==> config.mk <==
export PLATFORM = sky130hd
export DESIGN_NAME = mem_port_arbiter3
export DESIGN_NICKNAME = d
export VERILOG_FILES = /design/src/rtl/mem_port_arbiter3_pkg.sv /design/src/rtl/mem_port_arbiter3_arb_pick3.sv /design/src/rtl/mem_port_arbiter3.sv
export SDC_FILE = /design/constraint.sdc
export NUM_CORES = 1
export LEC_CHECK = 0
export BUFFER_PORTS_ARGS = -buffer_cell sky130_fd_sc_hd__buf_2
export CORE_AREA = 3 3 40 42
export DETAILED_ROUTE_END_ITERATION = 16
export DIE_AREA = 0 0 43 45
export PLACE_DENSITY = 0.65
export SKIP_LAST_GASP = 1
export SYNTH_ARGS = -nofsm -noshare
export SYNTH_HDL_FRONTEND = slang
export SYNTH_SLANG_ARGS = --single-unit
==> constraint.sdc <==
create_clock -name clk -period 2.05 [get_ports clk]
set_input_delay 0.41 -clock clk [delete_from_list [all_inputs] [get_ports clk]]
set_output_delay 0.41 -clock clk [all_outputs]
set_load 0.02 [all_outputs]
==> src/rtl/mem_port_arbiter3_pkg.sv <==
// mem_port_arbiter3_pkg
// Shared encodings and helpers for the three-way memory port arbiter:
//   - select encodings for the core's 3:1 switch mux (11 is never driven)
//   - FSM state encoding (IDLE / BUSY)
//   - sel_onehot : select code -> one-hot requester vector
//   - sel_next   : modulo-3 successor of a select code (round-robin scan)
package mem_port_arbiter3_pkg;

    localparam logic [1:0] SEL_REQ0 = 2'b00;
    localparam logic [1:0] SEL_REQ1 = 2'b01;
    localparam logic [1:0] SEL_REQ2 = 2'b10;
    localparam logic [1:0] SEL_NONE = 2'b11;

    typedef enum logic {
        ARB_IDLE = 1'b0,
        ARB_BUSY = 1'b1
    } arb_state_e;

    function automatic logic [2:0] sel_onehot(input logic [1:0] s);
        case (s)
            SEL_REQ0: return 3'b001;
            SEL_REQ1: return 3'b010;
            SEL_REQ2: return 3'b100;
            default:  return 3'b000;
        endcase
    endfunction

    // 11 maps to 00 so a corrupted pointer still lands on a legal requester.
    function automatic logic [1:0] sel_next(input logic [1:0] s);
        case (s)
            SEL_REQ0: return SEL_REQ1;
            SEL_REQ1: return SEL_REQ2;
            default:  return SEL_REQ0;
        endcase
    endfunction

endpackage

==> src/rtl/mem_port_arbiter3_arb_pick3.sv <==
// arb_pick3
// Combinational winner selection among three requesters.
// Ports:
//   req        in  3  raw request vector
//   mask       in  3  requesters excluded from this pick (finishing owner)
//   last_grant in  2  previous winner; round-robin scan starts after it
//   rr_en      in  1  1 = round-robin, 0 = fixed priority 0 > 1 > 2
//   any        out 1  at least one unmasked request present
//   winner     out 2  select code of the chosen requester (00 when none)
module arb_pick3
    import mem_port_arbiter3_pkg::*;
(
    input  logic [2:0] req,
    input  logic [2:0] mask,
    input  logic [1:0] last_grant,
    input  logic       rr_en,
    output logic       any,
    output logic [1:0] winner
);

    logic [2:0] cand;
    logic [1:0] scan0;
    logic [1:0] scan1;
    logic [1:0] scan2;

    assign cand  = req & ~mask;
    assign any   = |cand;
    assign scan0 = sel_next(last_grant);
    assign scan1 = sel_next(scan0);
    assign scan2 = sel_next(scan1);

    always_comb begin
        winner = SEL_REQ0;
        if (rr_en) begin
            if (|(cand & sel_onehot(scan0))) begin
                winner = scan0;
            end else if (|(cand & sel_onehot(scan1))) begin
                winner = scan1;
            end else if (|(cand & sel_onehot(scan2))) begin
                winner = scan2;
            end
        end else begin
            if (cand[0]) begin
                winner = SEL_REQ0;
            end else if (cand[1]) begin
                winner = SEL_REQ1;
            end else if (cand[2]) begin
                winner = SEL_REQ2;
            end
        end
    end

endmodule

==> src/rtl/mem_port_arbiter3.sv <==
// mem_port_arbiter3
// Arbitrates one shared memory/bus port among instruction fetch (0),
// load/store unit (1) and external/debug master (2). The registered select
// drives the core's 3:1 switch mux; each grant runs a valid/ready
// transaction guarded by a watchdog.
// Ports:
//   clk        in  1  core clock, rising edge
//   rst_n      in  1  synchronous active-low reset
//   req        in  3  per-requester request, held until ack/err
//   ack        out 3  one-hot completion pulse (combinational on mem_ready)
//   err        out 3  one-hot watchdog abort pulse
//   sel        out 2  mux select 00/01/10
//   mem_valid  out 1  shared-port request valid
//   mem_ready  in  1  shared-port completion
//   busy       out 1  high while a transaction is in flight
module mem_port_arbiter3
    import mem_port_arbiter3_pkg::*;
#(
    parameter int RR_EN   = 1,
    parameter int TIMEOUT = 16,
    parameter int CNT_W   = 5
) (
    input  logic       clk,
    input  logic       rst_n,
    input  logic [2:0] req,
    output logic [2:0] ack,
    output logic [2:0] err,
    output logic [1:0] sel,
    output logic       mem_valid,
    input  logic       mem_ready,
    output logic       busy
);

    localparam bit WDOG_EN = (TIMEOUT > 0);
    // Count value seen during the TIMEOUT-th BUSY cycle (count starts at 0).
    localparam logic [CNT_W-1:0] CNT_LAST = WDOG_EN ? CNT_W'(TIMEOUT - 1) : '0;
    localparam logic RR_ON = (RR_EN != 0);

    arb_state_e       state_q, state_d;
    logic [1:0]       sel_q, sel_d;
    logic [1:0]       last_q, last_d;
    logic [CNT_W-1:0] cnt_q, cnt_d;

    logic       is_busy;
    logic [2:0] pick_mask;
    logic       pick_any;
    logic [1:0] pick_win;

    assign is_busy   = (state_q == ARB_BUSY);
    assign mem_valid = is_busy;
    assign busy      = is_busy;
    assign sel       = sel_q;

    // The finishing owner is masked so a back-to-back grant goes elsewhere;
    // in IDLE nothing is masked.
    assign pick_mask = is_busy ? sel_onehot(sel_q) : 3'b000;

    arb_pick3 u_pick (
        .req        (req),
        .mask       (pick_mask),
        .last_grant (last_q),
        .rr_en      (RR_ON),
        .any        (pick_any),
        .winner     (pick_win)
    );

    always_comb begin
        state_d = state_q;
        sel_d   = sel_q;
        last_d  = last_q;
        cnt_d   = cnt_q;
        ack     = 3'b000;
        err     = 3'b000;
        case (state_q)
            ARB_IDLE: begin
                cnt_d = '0;
                if (pick_any) begin
                    state_d = ARB_BUSY;
                    sel_d   = pick_win;
                    last_d  = pick_win;
                end
            end
            ARB_BUSY: begin
                // Completion takes precedence over a same-cycle expiry.
                if (mem_ready) begin
                    ack   = sel_onehot(sel_q);
                    cnt_d = '0;
                    if (pick_any) begin
                        sel_d  = pick_win;
                        last_d = pick_win;
                    end else begin
                        state_d = ARB_IDLE;
                    end
                end else if (WDOG_EN && (cnt_q == CNT_LAST)) begin
                    err     = sel_onehot(sel_q);
                    cnt_d   = '0;
                    state_d = ARB_IDLE;
                end else if (WDOG_EN) begin
                    cnt_d = cnt_q + CNT_W'(1);
                end
            end
            default: begin
                state_d = ARB_IDLE;
            end
        endcase
    end

    always_ff @(posedge clk) begin
        if (!rst_n) begin
            state_q <= ARB_IDLE;
            sel_q   <= SEL_REQ0;
            last_q  <= SEL_REQ2;
            cnt_q   <= '0;
        end else begin
            state_q <= state_d;
            sel_q   <= sel_d;
            last_q  <= last_d;
            cnt_q   <= cnt_d;
        end
    end

    a_sel_legal: assert property (@(posedge clk) disable iff (!rst_n) sel_q != SEL_NONE);

endmodule

==> out/qor.yml <==
outcome:
  status: "complete, no violations"
synth:
  yosys_warnings: 0
  syn_avg_cell_area_um2: 8.563
  ys_seq_area_share_pct: 32.88
  synth-seq-cells: 9
  yosysTopAreaCell: "dfxtp_1"
  syn_nets: 72
  ys_types: 31
  syn_inst: 64
  synth_top_area_share_pct: 32.88
  synth_area_leaders: "dfxtp_1 33%, nor2_1 8.2%, ha_1 4.6%"
  syn_area_um2: 548.0
placement:
  dpl_cell_area_um2: 610.6
  numPortBuffers: 15
  place.gp.congestion: 0.7549
  pre_cts_slack_ns: 0.4010
  hpwl_um: 799.1
grt:
  antenna_found_initial: 0
  grt_first_pass_wirelength_um: 1890
  grt_use_total_pct: 13.40
  grt_max_degree: 13
  gr-total-overflow: 0
  grt_pass1_vias: 446
pwr:
  peakVddDrop_mv: 0.4580
  power_leakage_nw: 0.2926
  power.density_mw_per_mm2: 695.5
route:
  vias_per_cell: 5.053
  routed-wl-met2_um: 444
  highest_layer: "met4"
  route.met3.wl_um: 85
  met1_length_um: 509
  wl_per_cell_um: 11.19
  ant_nets: 0
  routed_wl_um: 1052
  drc_errors: 0
  first_iter_violations: 2
  firstDrtPassIters: 2
  vias: 475
cells_and_area:
  drive_gt1_share_pct: 29.11
  mostFrequentLayoutCells: "15 x buf_2, 12 x nor2_1, 9 x dfxtp_1, 4 x nand2_1"
  multi_input_area_um2: 325.3
  syn_to_final_growth_pct: 16.21
  diodes: 0
  seq_area_um2: 180.2
  nFillCells: 141
  utilization_pct: 49.56
  final_area_um2: 636.9
  fin_nets: 88
  final_common_cell: "buf_2"
worst_setup_path:
  worst_ep_required_time_ns: 1.64
  r2r_setup_slack_ns: 0.54
  setup.worst_path.start_class: "flip-flop"
  worst-setup-path-type: "flip-flop to output pin"
  r2r_end: "last_q[0]"
  cp-startpoint: "cnt_q[0]"
  worstPathMaxFanout: 3
  crit_arrival_ns: 1.50
  ff2ff_path_depth: 4
  r2r_start: "last_q[0]"
  end_kind: "output pin"
timing:
  max_freq_mhz: 524.1
  worstMarginPinSlew_ns: 0.4107
  period_minus_slack_ns: 1.908
  timing.final.ws_setup_ns: 0.1418
  slew-limit-headroom_pct: 72.58
  report.final.slew_viol_count: 0
  hold_viol_final: 0
  rsz0062_at_grt: "false"
  fin_setup_tns_ns: 0
  finClkSkew_ns: 0.004517
  period_share_pct: 93.08
  setup_violations: 0
worst_hold_path:
  hp-start: "rst_n"
  min_path_cells: 2
  whs_endpoint: "last_q[1]"
  hp-class: "primary input to flip-flop"
die:
  die_area_mm2: 0.001935
  coreArea_mm2: 0.001285
  initial_utilization_pct: 42.65
  pin_count: 16
  die_h_um: 45
  row_count: 13
  chipWidth_um: 43
clock_network:
  cts-resized-gates: 0
  cts_buffer_depth: 2
  worstSkewPairLatency_ns: 0.26
  cts_max_level: 1
  root_buffer: "clkbuf_4"
  cts_tree: "yes"
  cts_setup_buffers: 0
  clk_pin_slew_ns: 0.05
  numCtsBuffers: 3
  cts_sinks: 9
  ctsHoldBuffers: 0
job:
  drv_cap: 0
## metrics by stage
| stage | total power [mW] | instances | hold slack, ns |
|---|---|---|---|
| 3_5_place_dp | 0.3139 | 90 | 0.4437 |
| 2_1_floorplan | 0.2911 | 64 | 0.4176 |
| 6_report | 0.4430 | 94 | 0.4139 |
| 3_3_place_gp | 0.3112 | 90 | 0.4320 |
| 5_1_grt | 0.4763 | 94 | 0.4146 |
| 4_1_cts | 0.4547 | 94 | 0.3955 |
## critical path, cell delays in order, from the launching register on
cell     delay [ns]
dfxtp_1        0.35
ha_1           0.19
and3_1         0.16
ha_1           0.15
nand2_1        0.08
nor3_1         0.12
buf_2          0.19
## how the worst max path moves through the flow
stage	to	slack, ns
global placement	err[0]	0.43
floorplan	err[0]	0.28
global route	err[0]	0.001
CTS	err[0]	0.10
finish	err[0]	0.14
detailed placement	err[0]	0.40
## sequential cells by signal, summed over array words and instances (netlist names)
signal	count
busy	1
cnt_q	5
last_q	2
sel	1
## where the power goes
part / switching, mW / internal [mW] / leakage (nW)
Combinational: 0.0548 / 0.0486 / 0.204
Sequential: 0.0194 / 0.186 / 0.0736
Clock: 0.0595 / 0.0749 / 0.0150
## cells in the mapped netlist
master and instances:
dfxtp_1 9, nand2_1 4, buf_6 1, inv_1 3, or3_1 1, a21boi_1 1, buf_2 1, o21bai_2 1
xor2_1 1, nor3b_1 1, buf_4 2, and4bb_1 1, mux2i_1 1, nor4_2 1, nand3_1 3, xnor2_1 1
a21bo_1 1, and3_1 1, nor2b_4 1, nor3_1 3, o21ba_2 1, o211ai_1 2, or2b_1 1, a211oi_1 1
nand3b_1 2, nor2_1 12, and4bb_4 1, nand2b_1 2, ha_1 2, nor2b_1 1, a21oi_1 1
## cell type report
cell class	instances	area share, %
Sequential cell	9	28.29
Timing Repair Buffer	15	11.79
Clock buffer	4	4.126
Inverter	3	1.768
Tap cell	15	2.947
Multi-Input combinational cell	48	51.08
## layer usage
| layer | up-vias | track usage, % |
|---|---|---|
| met1 | 211 | 15.93 |
| met5 | - | 0 |
| met2 | 13 | 21.26 |
| met4 | 0 | 3.614 |
| li1 | 248 | - |
| met3 | 3 | 7.171 |
## kinds of logic (layout without fill, tap and decap cells)
family | after synthesis | in the layout | synth area share (%)
muxes | 1 | 1 | 1.827
xor gates and xnor gates | 2 | 2 | 3.197
DFF | 9 | 9 | 32.88
and+or+nand+nor | 35 | 35 | 37.67
buffers and inverters | 7 | 22 | 7.761
adders and majority gates | 2 | 2 | 4.565
AOI/OAI and AO/OA | 8 | 8 | 12.10
No activity file was read; power rests on OpenSTA's default activity.
